**src/rtl/dcache_if.sv**
```systemverilog
// CPU-side and memory-side signal bundle for the data cache controller.
// The slave modport is the cache controller. The master modport is the MEM stage
// together with the backing memory.
interface dcache_if #(
  parameter int unsigned ADDR_W = 32,
  parameter int unsigned DATA_W = 32
);
  logic              cpu_rd;
  logic              cpu_wr;
  logic [ADDR_W-1:0] cpu_addr;
  logic [DATA_W-1:0] cpu_wdata;
  logic [DATA_W-1:0] cpu_rdata;
  logic              hit;
  logic              mem_req;
  logic              mem_we;
  logic [ADDR_W-1:0] mem_addr;
  logic [DATA_W-1:0] mem_wdata;
  logic              mem_ready;
  logic [DATA_W-1:0] mem_rdata;

  modport master (
    output cpu_rd, cpu_wr, cpu_addr, cpu_wdata, mem_ready, mem_rdata,
    input  cpu_rdata, hit, mem_req, mem_we, mem_addr, mem_wdata
  );

  modport slave (
    input  cpu_rd, cpu_wr, cpu_addr, cpu_wdata, mem_ready, mem_rdata,
    output cpu_rdata, hit, mem_req, mem_we, mem_addr, mem_wdata
  );
endinterface

```
**src/rtl/dcache_ctrl.sv**
```systemverilog
// Direct-mapped, write-through, no-write-allocate data cache controller.
// The controller drives hit low to freeze the MEM/WB register while it waits on memory.
// It also keeps saturating read hit and read miss counters.
module dcache_ctrl #(
  parameter int unsigned INDEX_BITS = 4,
  parameter int unsigned ADDR_W     = 32,
  parameter int unsigned DATA_W     = 32,
  parameter int unsigned CNT_W      = 16
) (
  input  logic             clk,
  input  logic             rst,
  dcache_if.slave          bus,
  output logic [CNT_W-1:0] rd_hit_cnt,
  output logic [CNT_W-1:0] rd_miss_cnt
);

  localparam int unsigned Lines = 2 ** INDEX_BITS;
  localparam int unsigned TagW  = ADDR_W - INDEX_BITS - 2;

  typedef enum logic [1:0] {StIdle, StRdMiss, StWrThru, StWrDone} state_e;

  state_e                  state_q, state_d;
  logic [Lines-1:0]        valid_q;
  logic [TagW-1:0]         tag_q  [Lines];
  logic [DATA_W-1:0]       data_q [Lines];
  logic                    mem_req_q, mem_req_d;
  logic                    mem_we_q, mem_we_d;
  logic [ADDR_W-1:0]       mem_addr_q, mem_addr_d;
  logic [DATA_W-1:0]       mem_wdata_q, mem_wdata_d;
  logic [CNT_W-1:0]        hit_cnt_q, hit_cnt_d;
  logic [CNT_W-1:0]        miss_cnt_q, miss_cnt_d;

  logic [INDEX_BITS-1:0]   index;
  logic [TagW-1:0]         tag;
  logic                    lookup_hit;
  logic                    line_we;
  logic                    line_fill;
  logic [DATA_W-1:0]       line_wdata;
  logic                    hit_inc;
  logic                    miss_inc;
  logic                    unused_addr;

  assign index       = bus.cpu_addr[INDEX_BITS+1:2];
  assign tag         = bus.cpu_addr[ADDR_W-1:INDEX_BITS+2];
  assign lookup_hit  = valid_q[index] && (tag_q[index] == tag);
  assign unused_addr = ^bus.cpu_addr[1:0];

  // Next-state, memory request registers and pipeline-facing outputs
  always_comb begin
    state_d       = state_q;
    mem_req_d     = mem_req_q;
    mem_we_d      = mem_we_q;
    mem_addr_d    = mem_addr_q;
    mem_wdata_d   = mem_wdata_q;
    bus.hit       = 1'b0;
    bus.cpu_rdata = '0;
    line_we       = 1'b0;
    line_fill     = 1'b0;
    line_wdata    = bus.mem_rdata;
    hit_inc       = 1'b0;
    miss_inc      = 1'b0;
    unique case (state_q)
      StIdle: begin
        bus.hit = 1'b1;
        if (bus.cpu_wr) begin
          // A store wins over a simultaneous load
          bus.hit     = 1'b0;
          state_d     = StWrThru;
          mem_req_d   = 1'b1;
          mem_we_d    = 1'b1;
          mem_addr_d  = {bus.cpu_addr[ADDR_W-1:2], 2'b00};
          mem_wdata_d = bus.cpu_wdata;
        end else if (bus.cpu_rd) begin
          if (lookup_hit) begin
            bus.cpu_rdata = data_q[index];
            hit_inc       = 1'b1;
          end else begin
            bus.hit    = 1'b0;
            miss_inc   = 1'b1;
            state_d    = StRdMiss;
            mem_req_d  = 1'b1;
            mem_we_d   = 1'b0;
            mem_addr_d = {bus.cpu_addr[ADDR_W-1:2], 2'b00};
          end
        end
      end
      StRdMiss: begin
        if (mem_req_q && bus.mem_ready) begin
          line_we   = 1'b1;
          line_fill = 1'b1;
          mem_req_d = 1'b0;
          state_d   = StIdle;
        end
      end
      StWrThru: begin
        if (mem_req_q && bus.mem_ready) begin
          // Update only a line that is already present; misses do not allocate
          line_we    = lookup_hit;
          line_wdata = bus.cpu_wdata;
          mem_req_d  = 1'b0;
          state_d    = StWrDone;
        end
      end
      StWrDone: begin
        // One release cycle so the pipeline moves past the store without re-issuing it
        bus.hit = 1'b1;
        state_d = StIdle;
      end
      default: state_d = StIdle;
    endcase

    hit_cnt_d  = (hit_inc && (hit_cnt_q != '1)) ? hit_cnt_q + 1'b1 : hit_cnt_q;
    miss_cnt_d = (miss_inc && (miss_cnt_q != '1)) ? miss_cnt_q + 1'b1 : miss_cnt_q;
  end

  // Control state, valid bits and counters with synchronous reset
  always_ff @(posedge clk) begin
    if (rst) begin
      state_q     <= StIdle;
      valid_q     <= '0;
      mem_req_q   <= 1'b0;
      mem_we_q    <= 1'b0;
      mem_addr_q  <= '0;
      mem_wdata_q <= '0;
      hit_cnt_q   <= '0;
      miss_cnt_q  <= '0;
    end else begin
      state_q     <= state_d;
      mem_req_q   <= mem_req_d;
      mem_we_q    <= mem_we_d;
      mem_addr_q  <= mem_addr_d;
      mem_wdata_q <= mem_wdata_d;
      hit_cnt_q   <= hit_cnt_d;
      miss_cnt_q  <= miss_cnt_d;
      if (line_we && line_fill) begin
        valid_q[index] <= 1'b1;
      end
    end
  end

  // Tag and data storage; the write is suppressed during reset so an aborted refill leaves no trace
  always_ff @(posedge clk) begin
    if (!rst && line_we) begin
      data_q[index] <= line_wdata;
      if (line_fill) begin
        tag_q[index] <= tag;
      end
    end
  end

  assign bus.mem_req   = mem_req_q;
  assign bus.mem_we    = mem_we_q;
  assign bus.mem_addr  = mem_addr_q;
  assign bus.mem_wdata = mem_wdata_q;
  assign rd_hit_cnt    = hit_cnt_q;
  assign rd_miss_cnt   = miss_cnt_q;

endmodule
```
**src/flat_wrapper.sv**
```systemverilog
// flat-port wrapper written by rule: the top's interface ports become plain ports
module dcache_ctrl_flat 
#(
  parameter int unsigned INDEX_BITS = 4,
  parameter int unsigned ADDR_W     = 32,
  parameter int unsigned DATA_W     = 32,
  parameter int unsigned CNT_W      = 16
)
  (clk, rst, rd_hit_cnt, rd_miss_cnt, bus_cpu_rd, bus_cpu_wr, bus_cpu_addr, bus_cpu_wdata, bus_mem_ready, bus_mem_rdata, bus_cpu_rdata, bus_hit, bus_mem_req, bus_mem_we, bus_mem_addr, bus_mem_wdata);
  dcache_if #(.ADDR_W(ADDR_W), .DATA_W(DATA_W)) bus_i ();
  input  logic clk;
  input  logic rst;
  output logic [CNT_W-1:0] rd_hit_cnt;
  output logic [CNT_W-1:0] rd_miss_cnt;
  input wire logic [$bits(bus_i.cpu_rd)-1:0] bus_cpu_rd;
  input wire logic [$bits(bus_i.cpu_wr)-1:0] bus_cpu_wr;
  input wire logic [$bits(bus_i.cpu_addr)-1:0] bus_cpu_addr;
  input wire logic [$bits(bus_i.cpu_wdata)-1:0] bus_cpu_wdata;
  input wire logic [$bits(bus_i.mem_ready)-1:0] bus_mem_ready;
  input wire logic [$bits(bus_i.mem_rdata)-1:0] bus_mem_rdata;
  output wire logic [$bits(bus_i.cpu_rdata)-1:0] bus_cpu_rdata;
  output wire logic [$bits(bus_i.hit)-1:0] bus_hit;
  output wire logic [$bits(bus_i.mem_req)-1:0] bus_mem_req;
  output wire logic [$bits(bus_i.mem_we)-1:0] bus_mem_we;
  output wire logic [$bits(bus_i.mem_addr)-1:0] bus_mem_addr;
  output wire logic [$bits(bus_i.mem_wdata)-1:0] bus_mem_wdata;
  assign bus_i.cpu_rd = bus_cpu_rd;
  assign bus_i.cpu_wr = bus_cpu_wr;
  assign bus_i.cpu_addr = bus_cpu_addr;
  assign bus_i.cpu_wdata = bus_cpu_wdata;
  assign bus_i.mem_ready = bus_mem_ready;
  assign bus_i.mem_rdata = bus_mem_rdata;
  assign bus_cpu_rdata = bus_i.cpu_rdata;
  assign bus_hit = bus_i.hit;
  assign bus_mem_req = bus_i.mem_req;
  assign bus_mem_we = bus_i.mem_we;
  assign bus_mem_addr = bus_i.mem_addr;
  assign bus_mem_wdata = bus_i.mem_wdata;
  dcache_ctrl #(.INDEX_BITS(INDEX_BITS), .ADDR_W(ADDR_W), .DATA_W(DATA_W), .CNT_W(CNT_W)) u_core (.clk(clk), .rst(rst), .bus(bus_i), .rd_hit_cnt(rd_hit_cnt), .rd_miss_cnt(rd_miss_cnt));
endmodule
```
**config.mk**
```make
export PLATFORM = sky130hd
export DESIGN_NAME = dcache_ctrl_flat
export DESIGN_NICKNAME = d
export VERILOG_FILES = /design/src/rtl/dcache_if.sv /design/src/rtl/dcache_ctrl.sv /design/src/flat_wrapper.sv
export SDC_FILE = /design/constraint.sdc
export NUM_CORES = 1
export LEC_CHECK = 0
export CELL_PAD_IN_SITES_DETAIL_PLACEMENT = 2
export CELL_PAD_IN_SITES_GLOBAL_PLACEMENT = 2
export CORE_UTILIZATION = 45
export CTS_BUF_LIST = sky130_fd_sc_hd__clkbuf_8 sky130_fd_sc_hd__clkbuf_16
export DETAILED_ROUTE_END_ITERATION = 6
export PLACE_DENSITY = 0.76
export REMOVE_ABC_BUFFERS = 1
export SLEW_MARGIN = 20
export SYNTH_ARGS = -nofsm -noshare
export SYNTH_HDL_FRONTEND = slang
export SYNTH_SLANG_ARGS = --single-unit
```
**constraint.sdc**
```tcl
create_clock -name clk -period 25 [get_ports clk]
set_input_delay 6.25 -clock clk [delete_from_list [all_inputs] [get_ports clk]]
set_output_delay 6.25 -clock clk [all_outputs]
set_load 0.01 [all_outputs]
```
# Word-level counts from Yosys, hierarchy flattened
# Memory sizes are Yosys's and may differ from the RTL's.
# Cells that the tools add are included.
[op_classes]
n_addsub = 2
magnitude_cmp = 2
eq_ne = 12
n_mux = 47
n_bitwise = 1
n_reduce_logical = 16
[ops]
columns = ["operator", "n"]
rows = [
  ["$mux 32", 9],
  ["$add 16x1->16 const B", 2],
  ["$ne 16x16->1 const B", 2],
  ["$mux 1", 27],
  ["$eq 26x26->1", 1],
  ["$or 16x16->16", 1],
  ["$mux 2", 5],
  ["$pmux 2 s4", 1],
  ["$reduce_and 4->1", 2],
  ["$logic_and 1x1->1", 7],
  ["$ne 2x1->1 const B", 3],
  ["$ne 3x3->1 const B", 2],
  ["$pmux 1 s2", 3],
  ["$lt 4x5->1 const B", 1],
  ["$bmux 1 s4", 1],
  ["$demux 1 s4", 1],
  ["$eq 2x2->1 const B", 2],
  ["$ge 4x1->1 const B", 1],
  ["$reduce_bool 2->1", 2],
  ["$reduce_and 3->1", 1],
  ["$eq 2x1->1 const B", 1],
  ["$logic_not 2->1", 1],
  ["$ne 2x2->1 const B", 1],
  ["$reduce_and 2->1", 1],
  ["other kinds (2)", 2],
]
[totals]
reg_bits = 116
ram_bits = 928
input_bits = 101
out_inout_bits = 131
word_cells = 90
memories = 2
[mem_list]
columns = ["memory", "words", "width", "rd", "rd_ports_with_merged_regs", "write_ports", "line", "rtl"]
rows = [
  ["u_core.data_q", 16, 32, 1, 0, 1, "dcache_ctrl.sv:25", "logic [DATA_W-1:0] data_q [Lines];"],
  ["u_core.tag_q", 16, 26, 1, 0, 1, "dcache_ctrl.sv:24", "logic [TagW-1:0] tag_q [Lines];"],
]

# Logic depth before layout (Yosys ltp)
[depth]
word_depth = 8
depth_mapped = 16
depth_no_buf = 9

# Worst setup path before layout
# No wires, ideal clock.
[synth_path]
kind = "in2out"
start = "in bus_cpu_addr[5]"
end = "out bus_cpu_rdata[10]"
arrival_ns = 9.170
required_time_ns = 18.750
path_slack_ns = 9.580
cell_stages = 14
n_path_buf = 5
path_cell_list = "buf_2 -> buf_2 -> buf_2 -> clkbuf_1 -> mux4_2 -> mux2i_1 -> xor2_1 -> o221ai_1 -> o22ai_1 -> nand3_1 -> nor4_1 -> nand3_1 -> clkbuf_1 -> nor2b_1"
[synth_via]
elab_chain_len = 7
elab_cells_between_ends = 10
cone_classes = "eq/ne (1); mux (6); reduce/logical (1); memory (2)"
[synth_lines]
columns = ["element", "line", "rtl"]
rows = [
  ["from (decl)", "flat_wrapper.sv:17", "input wire logic [$bits(bus_i.cpu_addr)-1:0] bus_cpu_addr;"],
  ["$mem_v2 16x26 / $bmux 1 s4 (equally long branches)", "--", ""],
  ["$eq 26x26->1 / $mux 1 (equally long branches)", "dcache_ctrl.sv:45", "assign lookup_hit = valid_q[index] && (tag_q[index] == tag);"],
  ["$logic_and 1x1->1", "dcache_ctrl.sv:45", ""],
  ["$mux 32 *", "dcache_ctrl.sv:74", "if (lookup_hit) begin"],
  ["$mux 32 *", "dcache_ctrl.sv:73", "end else if (bus.cpu_rd) begin"],
  ["$mux 32 *", "dcache_ctrl.sv:65", "if (bus.cpu_wr) begin"],
  ["$mux 32 *", "dcache_ctrl.sv:62", "unique case (state_q)"],
  ["to (decl)", "flat_wrapper.sv:21", "output wire logic [$bits(bus_i.cpu_rdata)-1:0] bus_cpu_rdata;"],
]
# Mark *: on every way between the ends. The rest lies on a longest branch, timed or not. The select of a mux whose other input is x is not followed.

# Worst setup path in the final report
[layout_path]
start = "in bus_cpu_addr[3]"
end = "out bus_cpu_rdata[26]"
# Same word-level chain as after synthesis.

==> flow_metrics.env <==
export IMPL_ys_ff_latch=1042
export IMPL_max_stage_delay_ps=610
export IMPL_initial_core_util_pct=45.5
export IMPL_gr_total_overflow=0
export IMPL_cts_inserted_buffers=111
export IMPL_leakagePower_nw=16.2
export IMPL_portBuffers=227
export IMPL_maxSlewViolCount=0
export IMPL_gp_congestion=0.753
export IMPL_end_kind="output port"
export IMPL_synth_main_ff_cell="edfxtp_1"
export IMPL_std_cell_rows=111
export IMPL_syn_inst=2223
export IMPL_worstSetupPathType="input pin to output port"
export IMPL_io_pins=232
export IMPL_placed_cells=3565
export IMPL_die_x_um=306
export IMPL_synth_edf_count=928
export IMPL_pre_cts_ws_ps=6840
export IMPL_startpoint="bus_cpu_addr[3]"
export IMPL_track_usage_pct=27.0
export IMPL_grt_max_degree=102
export IMPL_avgSynthCellArea_um2=18.8
export IMPL_cts_sinks=1042
export IMPL_status="complete, no violations"
export IMPL_worstPathArrival_ps=11930
export IMPL_ant_nets=0
export IMPL_hold_violations=0
export IMPL_whs_endpoint="u_core.bus.mem_wdata[4]$_SDFFE_PP0P_"
export IMPL_critPathLaunchType="input pin"
export IMPL_cts_tree="built"
export IMPL_cp_common_cell="nor2b_1"
export IMPL_setup_viol=0
export IMPL_r2r_slack_ps=20130
export IMPL_min_delay_start="u_core.bus.mem_wdata[4]$_SDFFE_PP0P_"
export IMPL_post_cts_buffers=0
export IMPL_root_buffer="clkbuf_16"
export IMPL_n_antenna_cell=0
export IMPL_antenna_found_initial=5
export IMPL_slowest_stage="clkdlybuf4s50_1"
export IMPL_synth_cell_types=72
export IMPL_fin_util_pct=53.7
export IMPL_core_um2=91700
export IMPL_fin_nets=2599
export IMPL_worst_ep_required_time_ps=18750
export IMPL_dr_total_vias=23000
export IMPL_final_period_utilization_pct=72.7
export IMPL_yosys_warnings=0
export IMPL_worstRegToRegCells=11
export IMPL_fp_dieH_um=306
export IMPL_cts_hold_buf=0
export IMPL_grt_pass1_wl_um=181000
export IMPL_cts_resized=0
export IMPL_grt_pass1_vias=25700
export IMPL_syn_area_um2=41700
export IMPL_drive_above_1_share_pct=23.0
export IMPL_dr_pass1_iters=5
export IMPL_ir_worst_vdd_mv=0.0537
export IMPL_cts_clk_slew_worst_paths_ps=60
export IMPL_finalCriticalPeriod_ps=18180
export IMPL_tightest_slew_ps=1140
export IMPL_stdcell_area_um2=49200
export IMPL_htree_levels=3
export IMPL_yosys_area_top_type_share_pct=66.8
export IMPL_setup_tns_final_ps=0
export IMPL_max_freq_ghz=0.0550
export IMPL_yosysSeqAreaShare_pct=72.3
export IMPL_clk_latency_ps=710
export IMPL_hold_path_class="register to register"
export IMPL_max_slew_margin_pct=23.9
export IMPL_timing_rr_start="u_core.tag_q[10][13]$_DFFE_PP_"
export IMPL_cp_cell_sequence="buf_8, buf_12, nor2b_1, a22oi_1, a21o_1, a2111oi_2, a2bb2oi_1, or4_1, nor2_1, nand3_2, buf_4, nor2b_1, clkdlybuf4s50_1"
export IMPL_yosysTopAreaCell="edfxtp_1"
export IMPL_rsz0062_at_grt="false"
export IMPL_via_per_inst=6.08
export IMPL_ys_async_sr_fraction_pct=0
export IMPL_skew_ps=35.8
export IMPL_fin_ws_ps=6820
export IMPL_crit_family="buffers and inverters"
export IMPL_powerDensity_nw_per_um2=81.6
export IMPL_placed_area_um2=45500
export IMPL_crit_path_max_fanout=101
export IMPL_yosys_top_cells_area="edfxtp_1 67%, mux4_2 13%, dfxtp_1 5.5%"
export IMPL_cap_violations=0
export IMPL_wire_per_inst_um=33.3
export IMPL_drt_drc_violations_left=0
export IMPL_synthToLayoutAreaGrowth_pct=18.1
export IMPL_worstReg2RegEnd="u_core.data_q[1][3]$_DFFE_PP_"
export IMPL_cts_max_path_buffers=3
export IMPL_final_cells=3777
export IMPL_drt_iter0_drc=1750
export IMPL_hold_slack_ps=457
export IMPL_finalPower_mw=4.02
export IMPL_dieArea_um2=93900
export IMPL_routed_wl_um=126000
export IMPL_whs_path_depth=2
export IMPL_dp_hpwl_um=70700
export IMPL_path_buf_inv=4
[synth_stat cells, types with 6 or more instances]
cell and instances:
a21o_1 18, o211ai_1 6, buf_2 23, o31ai_1 11, a21oi_1 55, buf_6 11, nor2_1 71, edfxtp_1 928
a22oi_1 29, and3_1 16, or3_1 8, o21ai_0 14, xnor2_1 13, ha_1 6, nand2_1 108, nand2b_1 10
inv_1 19, or2_2 7, nand4_1 12, and2_1 8, buf_1 24, xor2_1 6, nor2b_1 50, mux2i_1 124
mux4_2 232, clkbuf_1 56, buf_4 15, nor4_1 17, or4_1 9, mux2_2 66, dfxtp_1 114, nand3_1 27
o21a_1 6, nor3_1 22, o22ai_1 13
[worst reg2reg max path: cells and delay by family (launching register included)]
family	cells	cell delay [ps]
AO/OA/AOI/OAI	4	1600
buffers and inverters	2	1020
AND/OR/NAND/NOR	4	1170
flip-flops	1	380
multiplexers	1	290
[cell families (layout without fill, tap and decap cells)]
logic type / after synthesis / after routing / share of synthesized area [%]
flip-flops: 1042 / 1042 / 72.3
multiplexers: 423 / 423 / 17.3
AND/OR/NAND/NOR: 377 / 377 / 4.59
AO/OA/AOI/OAI: 205 / 205 / 3.41
buffers and inverters: 150 / 517 / 1.79
XOR/XNOR: 19 / 19 / 0.399
adder cells (fa/ha/maj): 6 / 6 / 0.180
other: 1 / 2 / 0.00899
[final cells by class]
cell class / instances / area (um2)
fillers: 7901 / 42400
flip-flops and latches: 1042 / 30100
inverters: 20 / 77.6
repair buffers: 285 / 2740
multi-input cells: 1032 / 11100
clock inverters: 87 / 717
well taps: 1186 / 1480
clock buffers: 125 / 2990
[layer usage]
metal  GRT usage, %  vias to the layer above  share of wire, %
met5              0                        -             0.037
met1           33.6                    12400                40
met4           8.19                        6               3.0
met3           4.04                      227               4.6
li1               -                     9577                 -
met2           48.4                      738                53
[sequential cells by signal, indices dropped and copies added, names as in the netlist, 2 cells and up]
register / cells
u_core.rd_miss_cnt: 16
u_core.bus.mem_addr: 30
u_core.state_q: 2
u_core.data_q: 512
u_core.rd_hit_cnt: 16
u_core.valid_q: 16
u_core.bus.mem_wdata: 32
u_core.tag_q: 416
[power by group]
group | switching, mW | total, mW | internal (mW)
Combinational | 0.233 | 0.389 | 0.156
Clock | 0.720 | 1.68 | 0.961
Sequential | 0.0164 | 1.95 | 1.93
Total | 0.970 | 4.02 | 3.05
[placed cells by master, fill, tap and decap left out, types with 18 or more instances in the layout]
cell type,instances
mux2i_1,124
clkbuf_16,113
mux4_2,232
inv_1,40
nand3_1,25
nor2_1,55
clkinv_2,30
edfxtp_1,928
nor2b_1,50
mux2_2,66
clkdlybuf4s50_1,222
a22oi_1,29
buf_4,57
a21o_1,18
nand2_1,107
dfxtp_1,114
a21oi_1,55
[worst max path at each step]
| stage | endpoint | depth (start not counted) |
|---|---|---|
| floorplan | bus_hit | 8 |
| global placement | bus_cpu_rdata[23] | 13 |
| detailed placement | bus_cpu_rdata[26] | 13 |
| CTS | bus_cpu_rdata[29] | 13 |
| global route | bus_cpu_rdata[26] | 13 |
| finish | bus_cpu_rdata[26] | 13 |
Power figures use the tool's default switching activity.
